**config.mk**
```make
export PLATFORM = sky130hd
export DESIGN_NAME = axi_header_slave
export DESIGN_NICKNAME = d
export VERILOG_FILES = /design/src/rtl/axi_header_pkg.sv /design/src/rtl/axi_skid_buffer.sv /design/src/rtl/axi_header_slave.sv
export SDC_FILE = /design/constraint.sdc
export NUM_CORES = 1
export LEC_CHECK = 0
export CAP_MARGIN = 40
export CORE_MARGIN = 2
export CORE_UTILIZATION = 46
export CTS_CLUSTER_DIAMETER = 100
export DETAILED_ROUTE_END_ITERATION = 16
export PLACE_DENSITY = 0.73
export SETUP_SLACK_MARGIN = 0.05
export SYNTH_ARGS = -nofsm -noshare
export SYNTH_HDL_FRONTEND = slang
export SYNTH_HIERARCHICAL = 1
export SYNTH_SLANG_ARGS = --single-unit
```
**constraint.sdc**
```tcl
create_clock -name clk -period 2.8 [get_ports clk]
set_input_delay 0.7 -clock clk [delete_from_list [all_inputs] [get_ports clk]]
set_output_delay 0.7 -clock clk [all_outputs]
set_load 0.02 [all_outputs]
```
**src/rtl/axi_header_pkg.sv**
```systemverilog
// Shared types and helpers for the AXI header slave and its skid buffer.
// Defines the buffer occupancy states and a byte-count to keep-mask helper.
package axi_header_pkg;

  typedef enum logic [1:0] {
    EMPTY = 2'd0,
    ONE   = 2'd1,
    FULL  = 2'd2
  } buf_state_t;

  localparam int MAX_KEEP_BYTES = 64;

  // cnt is "bytes minus one"; a shift by the full width yields 0, so the
  // subtraction still produces an all-ones mask for the widest count.
  function automatic logic [MAX_KEEP_BYTES-1:0] keep_from_cnt(input int unsigned cnt);
    logic [MAX_KEEP_BYTES-1:0] one;
    one = MAX_KEEP_BYTES'(1);
    return (one << (cnt + 1)) - one;
  endfunction

endpackage

```
**src/rtl/axi_skid_buffer.sv**
```systemverilog
// Two-entry valid/ready buffer: output register plus one skid entry.
// Latency 1 cycle; s_ready is registered and drops the cycle after FULL is entered.
// Backpressure: holds m_data stable while m_valid && !m_ready, order preserved.
module axi_skid_buffer
  import axi_header_pkg::*;
#(
  parameter int WIDTH = 8
) (
  input  logic             clk,
  input  logic             rst_n,
  input  logic             s_valid,
  input  logic [WIDTH-1:0] s_data,
  output logic             s_ready,
  output logic             m_valid,
  output logic [WIDTH-1:0] m_data,
  input  logic             m_ready
);

  buf_state_t       state, state_nxt;
  logic             accept, drain;
  logic             load_out, load_skid, out_from_skid;
  logic [WIDTH-1:0] out_q, skid_q;
  logic             ready_q, valid_q;

  assign accept  = s_valid && ready_q;
  assign drain   = valid_q && m_ready;
  assign s_ready = ready_q;
  assign m_valid = valid_q;
  assign m_data  = out_q;

  always_ff @(posedge clk) begin
    if (!rst_n) state <= EMPTY;
    else        state <= state_nxt;
  end

  always_comb begin
    state_nxt = state;
    unique case (state)
      EMPTY: if (accept) state_nxt = ONE;
      ONE: begin
        if (accept && !drain)      state_nxt = FULL;
        else if (!accept && drain) state_nxt = EMPTY;
      end
      FULL: if (drain) state_nxt = ONE;
      default: state_nxt = EMPTY;
    endcase
  end

  // FULL never sees an accept because s_ready is already low there.
  always_comb begin
    load_out      = 1'b0;
    load_skid     = 1'b0;
    out_from_skid = 1'b0;
    unique case (state)
      EMPTY: load_out = accept;
      ONE: begin
        if (accept && drain) load_out  = 1'b1;
        else if (accept)     load_skid = 1'b1;
      end
      FULL: begin
        load_out      = drain;
        out_from_skid = drain;
      end
      default: ;
    endcase
  end

  always_ff @(posedge clk) begin
    if (!rst_n) begin
      out_q   <= '0;
      skid_q  <= '0;
      ready_q <= 1'b0;
      valid_q <= 1'b0;
    end else begin
      if (load_out)  out_q  <= out_from_skid ? skid_q : s_data;
      if (load_skid) skid_q <= s_data;
      ready_q <= (state_nxt != FULL);
      valid_q <= (state_nxt != EMPTY);
    end
  end

endmodule

```
**src/rtl/axi_header_slave.sv**
```systemverilog
// Header beat slave: masks non-kept bytes, derives byte length, counts beats.
// Latency 1 cycle through a two-entry skid buffer; s_ready registered, low only when FULL.
// Define AXI_HEADER_SLAVE_CHECK_EN to add the sticky keep/count mismatch checker.
module axi_header_slave
  import axi_header_pkg::*;
#(
  parameter int DATA_WIDTH      = 32,
  parameter int DATA_BYTE_WIDTH = DATA_WIDTH / 8,
  parameter int BYTE_CNT_WIDTH  = $clog2(DATA_BYTE_WIDTH)
) (
  input  logic                      clk,
  input  logic                      rst_n,
  input  logic                      s_valid,
  input  logic [DATA_WIDTH-1:0]     s_data,
  input  logic [DATA_BYTE_WIDTH-1:0] s_keep,
  input  logic [BYTE_CNT_WIDTH-1:0] s_byte_insert_cnt,
  output logic                      s_ready,
  output logic                      m_valid,
  output logic [DATA_WIDTH-1:0]     m_hdr,
  output logic [BYTE_CNT_WIDTH:0]   m_len,
  input  logic                      m_ready,
  output logic [15:0]               beat_cnt,
  output logic                      err_keep,
  output logic [7:0]                err_cnt
);

  localparam int LEN_W = BYTE_CNT_WIDTH + 1;
  localparam int PAY_W = DATA_WIDTH + LEN_W;

  logic [DATA_WIDTH-1:0] hdr_masked;
  logic [LEN_W-1:0]      len_in;
  logic [PAY_W-1:0]      pay_out;
  logic                  accept;

  always_comb begin
    hdr_masked = '0;
    for (int i = 0; i < DATA_BYTE_WIDTH; i++) begin
      hdr_masked[8*i +: 8] = s_keep[i] ? s_data[8*i +: 8] : 8'h00;
    end
  end

  // One extra bit so the all-ones count reports the full beat instead of wrapping.
  assign len_in = LEN_W'(s_byte_insert_cnt) + LEN_W'(1);

  axi_skid_buffer #(
    .WIDTH(PAY_W)
  ) u_skid (
    .clk     (clk),
    .rst_n   (rst_n),
    .s_valid (s_valid),
    .s_data  ({len_in, hdr_masked}),
    .s_ready (s_ready),
    .m_valid (m_valid),
    .m_data  (pay_out),
    .m_ready (m_ready)
  );

  assign {m_len, m_hdr} = pay_out;
  assign accept         = s_valid && s_ready;

  always_ff @(posedge clk) begin
    if (!rst_n)      beat_cnt <= 16'h0000;
    else if (accept) beat_cnt <= beat_cnt + 16'h0001;
  end

`ifdef AXI_HEADER_SLAVE_CHECK_EN
  logic [MAX_KEEP_BYTES-1:0] keep_exp;
  logic                      keep_bad;

  assign keep_exp = keep_from_cnt(int'(s_byte_insert_cnt));
  assign keep_bad = (keep_exp != MAX_KEEP_BYTES'(s_keep));

  always_ff @(posedge clk) begin
    if (!rst_n) begin
      err_keep <= 1'b0;
      err_cnt  <= 8'h00;
    end else if (accept && keep_bad) begin
      err_keep <= 1'b1;
      if (err_cnt != 8'hFF) err_cnt <= err_cnt + 8'h01;
    end
  end
`else
  assign err_keep = 1'b0;
  assign err_cnt  = 8'h00;
`endif

endmodule

```
=== Yosys cells after proc, flatten, opt, wreduce, memory -nomap -nowiden ===
Cells that the tools add are included.

* Flip-flop bits (word level): 90
* Bits of input ports: 42
* Output and inout port bits: 62
* Word-level logic and storage cells: 36

* Add/sub/neg operators: 2
* Eq/ne operators: 3
* Multiplexer cells: 16
* Reduce and logical (&&, ||, !) cells: 9

{| class="wikitable"
|+ Operator list
! kind !! number
|-
| 35-bit 2-to-1 mux || 1
|-
| 8-bit 2-to-1 mux || 4
|-
| 16-bit by 1-bit adder with 16-bit output (second input constant) || 1
|-
| 2-bit 2-to-1 mux || 4
|-
| 2-bit case mux with 3 select lines || 1
|-
| 1-bit logical AND || 5
|-
| 1-bit 2-to-1 mux || 5
|-
| 2-bit by 1-bit adder with 3-bit output (second input constant) || 1
|-
| 1-bit case mux with 3 select lines || 1
|-
| 2-bit by 1-bit equality test with 1-bit output (second input constant) || 1
|-
| 2-bit equality test (second input constant) || 1
|-
| 1-bit zero test || 2
|-
| 2-bit zero test || 1
|-
| 2-bit inequality test (second input constant) || 1
|-
| 2-bit nonzero test || 1
|}

=== Depth between registers and ports, before layout ===
* Depth in word-level cells: 7
* Depth in mapped cells: 7
* Mapped depth without buffers: 5

=== Hierarchy ===
The synthesis kept the hierarchy.

{| class="wikitable"
|+ Modules (own cells, without submodules)
! module !! instances !! cells each !! area an instance (um^2)
|-
| axi_skid_buffer || 1 || 332 || 3271.9
|-
| axi_header_slave || 1 || 129 || 1128.6
|}

=== Least setup slack after synthesis ===
Ideal clock, no wire load.

* Kind: input-to-reg
* From: input s_valid
* To: register u_skid.out_q[10] (netlist: u_skid/m_data[10])
* Setup time: 116 ps
* Arrival time: 1526 ps
* Path slack: 1158 ps
* Stages on the path: 5
* Buffers on the path: 1
* Cell sequence: nand4_1 -> o221ai_4 -> buf_6 -> nand2_1 -> o211a_1

* Longest elaborated chain between the ends: 4

{| class="wikitable"
|+ RTL lines
! item !! RTL line !! source
|-
| start, declared || axi_header_slave.sv:13 || <nowiki>input logic s_valid,</nowiki>
|-
| 1-bit logical AND (*) || axi_skid_buffer.sv:25 || <nowiki>assign accept = s_valid && ready_q;</nowiki>
|-
| 1-bit logical AND || axi_skid_buffer.sv:57 || <nowiki>if (accept && drain) load_out = 1'b1;</nowiki>
|-
| 1-bit 2-to-1 mux || axi_skid_buffer.sv:57 ||
|-
| 1-bit case mux with 3 select lines (*) || axi_skid_buffer.sv:54 || <nowiki>unique case (state)</nowiki>
|-
| end signal, assigned || axi_skid_buffer.sv:75 || <nowiki>if (load_out) out_q <= out_from_skid ? skid_q : s_data;</nowiki>
|-
| end, declared || axi_skid_buffer.sv:22 || <nowiki>logic [WIDTH-1:0] out_q, skid_q;</nowiki>
|}

Every way passes the cells marked *; elsewhere a longest branch is shown, timed or not.
A chain may end at the register's enable or synchronous reset.

=== Final worst setup path ===
* From: register u_skid.ready_q (netlist: u_skid/s_ready)
* To: output s_ready

{| class="wikitable"
|+ RTL lines
! item !! RTL line !! source
|-
| start, declared || axi_skid_buffer.sv:23 || <nowiki>logic ready_q, valid_q;</nowiki>
|-
| start signal, assigned || axi_skid_buffer.sv:77 || <nowiki>ready_q <= (state_nxt != FULL);</nowiki>
|-
| end, declared || axi_header_slave.sv:17 || <nowiki>output logic s_ready,</nowiki>
|}

No word-level cell between the ends.

==> impl_summary.md <==
Finish
In the final layout, the share of cells above drive strength 1 is 0.107. After the last flow step, the layout net total stands at 589. The multi-input combinational cells in the finished layout cover a total of ~2300 sq um. The layout has ~800 filler cells. The register cell area after layout is 1800 sq um. The number of antenna diodes in the final layout is 0.

The final core area utilization is 0.599. From synthesis to final layout, the design area changed by 25.9%.

Setup path
STA classifies the critical path startpoint as a register. The slowest library cell on the worst path is sky130_fd_sc_hd__clkdlybuf4s50_1. At the worst endpoint, the required time is ~2.1 ns. The minimum setup slack among reg-to-reg paths is 0.88 ns. The family with the most delay on the worst path is buffers and inverters. The critical path goes through clkdlybuf4s50_1.

The worst setup path is of the register to output pin kind. In this run the number of cells on the critical path is 1. On the worst path, the slowest cell contributes a delay of roughly 0.7 ns. The type of element capturing the critical path is an output pin. Data arrives at the worst endpoint at around 1.6 ns.

Of all nets on the critical path, the largest fanout is 9. Measured in cells, the most critical reg-to-reg path has a length of 5. Together, buffers and inverters on the worst path number 1.

STA
Setup violations remaining at the end of the flow were counted as 0. The worst-margin pin slew is 0.655 ns. The minimum clock period is 2.28 ns. The worst slew slack as a fraction of its limit is 0.563. The post-route fraction of the period consumed by the critical path is 0.814.

The final hold violation count came to 0. The final-report max-slew violation count came to 0. Timing would allow up to between 400 and 500 MHz. The final setup TNS is 0 ns. The worst-case clock skew is between 0.01 and 0.015 ns. Setup repair after global routing left no endpoint under its margin.

Detailed routing
In this run, the number of DRC markers left after iteration 0 of detailed routing was 142. The routed layout has approximately 3400 vias. The number of iterations in the first detailed-routing pass is 4. The per-cell via count in the routed design is 5.04. The DRC violation count after routing is 0. The number of antenna-violating nets in the routed design is 0. The average wire length per cell after detail routing is between 10 and 15 um.

The total wire length after detailed routing is around 9400 um.

Clocking
After clock tree synthesis, the clock-pin slew on the worst setup and hold paths is 0.09 ns. Hold repair after CTS inserted 0 buffers. Post-CTS repair changed the size of 0 cells. TritonCTS built the clock tree.

The number of buffers added by the clock tree synthesis step is 9. The number of setup buffers added after CTS is 0. The number of clock sinks is 90. The clock tree root buffer cell is sky130_fd_sc_hd__clkbuf_8. The level count of the clock H-tree is 3.

Counting along the longest clock path gives a buffer depth of 2. The insertion delay to the later sink of the worst-skew pair is roughly 0.36 ns.

Synth
In this run, synthesis produced a sequential element count of 90. Summed over all instances, the cell type with the most area after synthesis is sky130_fd_sc_hd__dfxtp_1. The fraction of post-synthesis cell area in the top cell type by area is 0.409.

Yosys printed 6 warnings. By area the synthesized netlist is led by sky130_fd_sc_hd__dfxtp_1, sky130_fd_sc_hd__nand2_1, sky130_fd_sc_hd__mux2i_1. The cell area after technology mapping is ~4400 sq um. For this run, the leading register cell type out of synthesis is sky130_fd_sc_hd__dfxtp_1. In the synthesized netlist the async set-or-reset flop fraction comes to 0. Dividing the synthesized area by the synthesized cell count gives 9.55 sq um. For this run, the register share of the synthesized area comes to 0.409. The number of flops mapped to enable cells by yosys is 0. The number of distinct library cells after synthesis is 41.

Counting every instance in the synthesized netlist gives 461.

Hold path
Counting instances, the worst hold path has a depth of 2. The class of the tightest hold or removal check is register to register.

Placement
The placed wire-length estimate is about 6300 um. The count of input and output buffers is 94. At the end of routability-driven placement, the weighted congestion stood at approximately 0.74.

Floorplanning
The initial utilization of the core area, before any placement, comes to 0.476. The core area is between 9000 and 10000 sq um. The die width is just over 100 um.

Pin placement for this block handled between 100 and 150 I/O pins. The die outline height is 102 um. The total number of placement rows is 35. The overall die area is between 10000 and 15000 sq um.

Power
The cell leakage power is 2.65 nW. The power per cell area is 495 nW/um^2. IR analysis of the VDD net gives a maximum drop of about 250 uV.

GRT
The combined global-route utilization of all metal layers is 0.187. After global routing the overflow that remains totals 0. The number of global-route vias before repair was around 3300. The number of antenna violations at the first check in global routing was 0. The global-route wire length before repair is 15400 um. The maximum number of pins on one net before global-route repair is 52.

Outcome
The flow ran to the end, and the final reports show no timing, DRC or antenna violations.

Job
Max-cap violations in this run came to 0.
## cell families after synthesis
| logic type | synth area share |
|---|---|
| mux | 0.0887 |
| flops | 0.409 |
| xor+xnor | 0.0179 |
| simple gates | 0.236 |
| compound gates | 0.171 |
| fa+ha+maj | 0.00569 |
| buf+inv | 0.0699 |
| other cells | 0.000852 |
## synthesized netlist by cell type, types with 5 or more instances
master and n:
sky130_fd_sc_hd__a21boi_0 6, sky130_fd_sc_hd__buf_4 10, sky130_fd_sc_hd__a21boi_1 21, sky130_fd_sc_hd__nand2_2 11, sky130_fd_sc_hd__and2_1 42, sky130_fd_sc_hd__a21boi_2 10, sky130_fd_sc_hd__dfxtp_1 90, sky130_fd_sc_hd__mux2i_1 39
sky130_fd_sc_hd__clkbuf_1 10, sky130_fd_sc_hd__nand3_1 5, sky130_fd_sc_hd__o211a_1 35, sky130_fd_sc_hd__nand2_1 109, sky130_fd_sc_hd__xor2_1 7, sky130_fd_sc_hd__buf_6 15
## layout make-up
class / count / share of cell area
Timing Repair Buffer: 103 / 0.188
Inverter: 3 / 0.00203
Clock buffer: 10 / 0.0248
Clock inverter: 6 / 0.0117
Multi-Input combinational cell: 338 / 0.419
Tap cell: 129 / 0.0291
Sequential cell: 90 / 0.325
## through the flow
| step | instances | hold WS [ns] | cell area (sq um) | worst slack (ns) | total power [W] |
|---|---|---|---|---|---|
| 4_1_cts | 679 | 0.457 | 5540 | 0.504 | 0.00277 |
| 5_1_grt | 679 | 0.468 | 5540 | 0.435 | 0.00287 |
| 3_3_place_gp | 663 | 0.440 | 5340 | 0.257 | 0.00186 |
| 2_1_floorplan | 469 | 0.434 | 4430 | 1.16 | 0.00168 |
| 3_5_place_dp | 663 | 0.444 | 5340 | 0.205 | 0.00186 |
| 6_report | 679 | 0.453 | 5540 | 0.521 | 0.00274 |
## worst register-to-register path, delay by kind of cell (launching register included)
kind / cells / cell delay (ns)
compound gates: 2 / 0.71
buf+inv: 1 / 0.25
flops: 1 / 0.55
simple gates: 2 / 0.32
## layer usage
layer,vias up,global-route usage,routed length [um]
met2,87,0.313,4520
met5,-,0,0
li1,1711,-,-
met4,0,0.0644,127
met1,1611,0.237,4210
met3,12,0.0414,496
## path summary, 6_finish.rpt
check	startpoint	end
setup / recovery	u_skid/s_ready$_SDFF_PN0_	s_ready
hold / removal	u_skid/skid_q[25]$_SDFFE_PN0P_	u_skid/skid_q[25]$_SDFFE_PN0P_
setup reg to reg	u_skid/s_ready$_SDFF_PN0_	u_skid/m_data[17]$_SDFFE_PN0P_
hold reg to reg	u_skid/skid_q[25]$_SDFFE_PN0P_	u_skid/skid_q[25]$_SDFFE_PN0P_
## state kept, by name, indices dropped and copies added (netlist names)
register	flops
beat_cnt	16
u_skid/skid_q	35
u_skid/m_valid	1
u_skid/state	2
u_skid/m_data	35
u_skid/s_ready	1
## where the power goes
group          switching, W  internal, W  leakage (nW)
logic              0.000222     0.000231          1.81
registers         0.0000425      0.00134         0.732
clock network      0.000469     0.000439         0.103
## cell usage in the layout (no fill, tap or decap), types with 2 or more instances in the layout
cell,count
sky130_fd_sc_hd__nand4_4,2
sky130_fd_sc_hd__inv_1,3
sky130_fd_sc_hd__and2_1,42
sky130_fd_sc_hd__buf_4,6
sky130_fd_sc_hd__clkbuf_8,10
sky130_fd_sc_hd__nand2_2,11
sky130_fd_sc_hd__nor2_1,2
sky130_fd_sc_hd__nand4_1,2
sky130_fd_sc_hd__a21boi_2,10
sky130_fd_sc_hd__o21a_1,2
sky130_fd_sc_hd__and3_1,3
sky130_fd_sc_hd__nor3_2,4
sky130_fd_sc_hd__o211a_1,35
sky130_fd_sc_hd__xnor2_1,2
sky130_fd_sc_hd__buf_12,3
sky130_fd_sc_hd__a21oi_1,4
sky130_fd_sc_hd__clkinv_2,2
sky130_fd_sc_hd__conb_1,9
sky130_fd_sc_hd__xor2_1,7
sky130_fd_sc_hd__o21ai_0,2
sky130_fd_sc_hd__dfxtp_1,90
sky130_fd_sc_hd__a21boi_1,21
sky130_fd_sc_hd__nand2b_1,4
sky130_fd_sc_hd__mux2i_1,39
sky130_fd_sc_hd__clkdlybuf4s50_1,93
sky130_fd_sc_hd__nand3_1,5
sky130_fd_sc_hd__nand2_1,109
sky130_fd_sc_hd__ha_1,2
sky130_fd_sc_hd__nor2b_1,3
sky130_fd_sc_hd__a21boi_0,6
No activity file was read; power rests on OpenSTA's default activity.
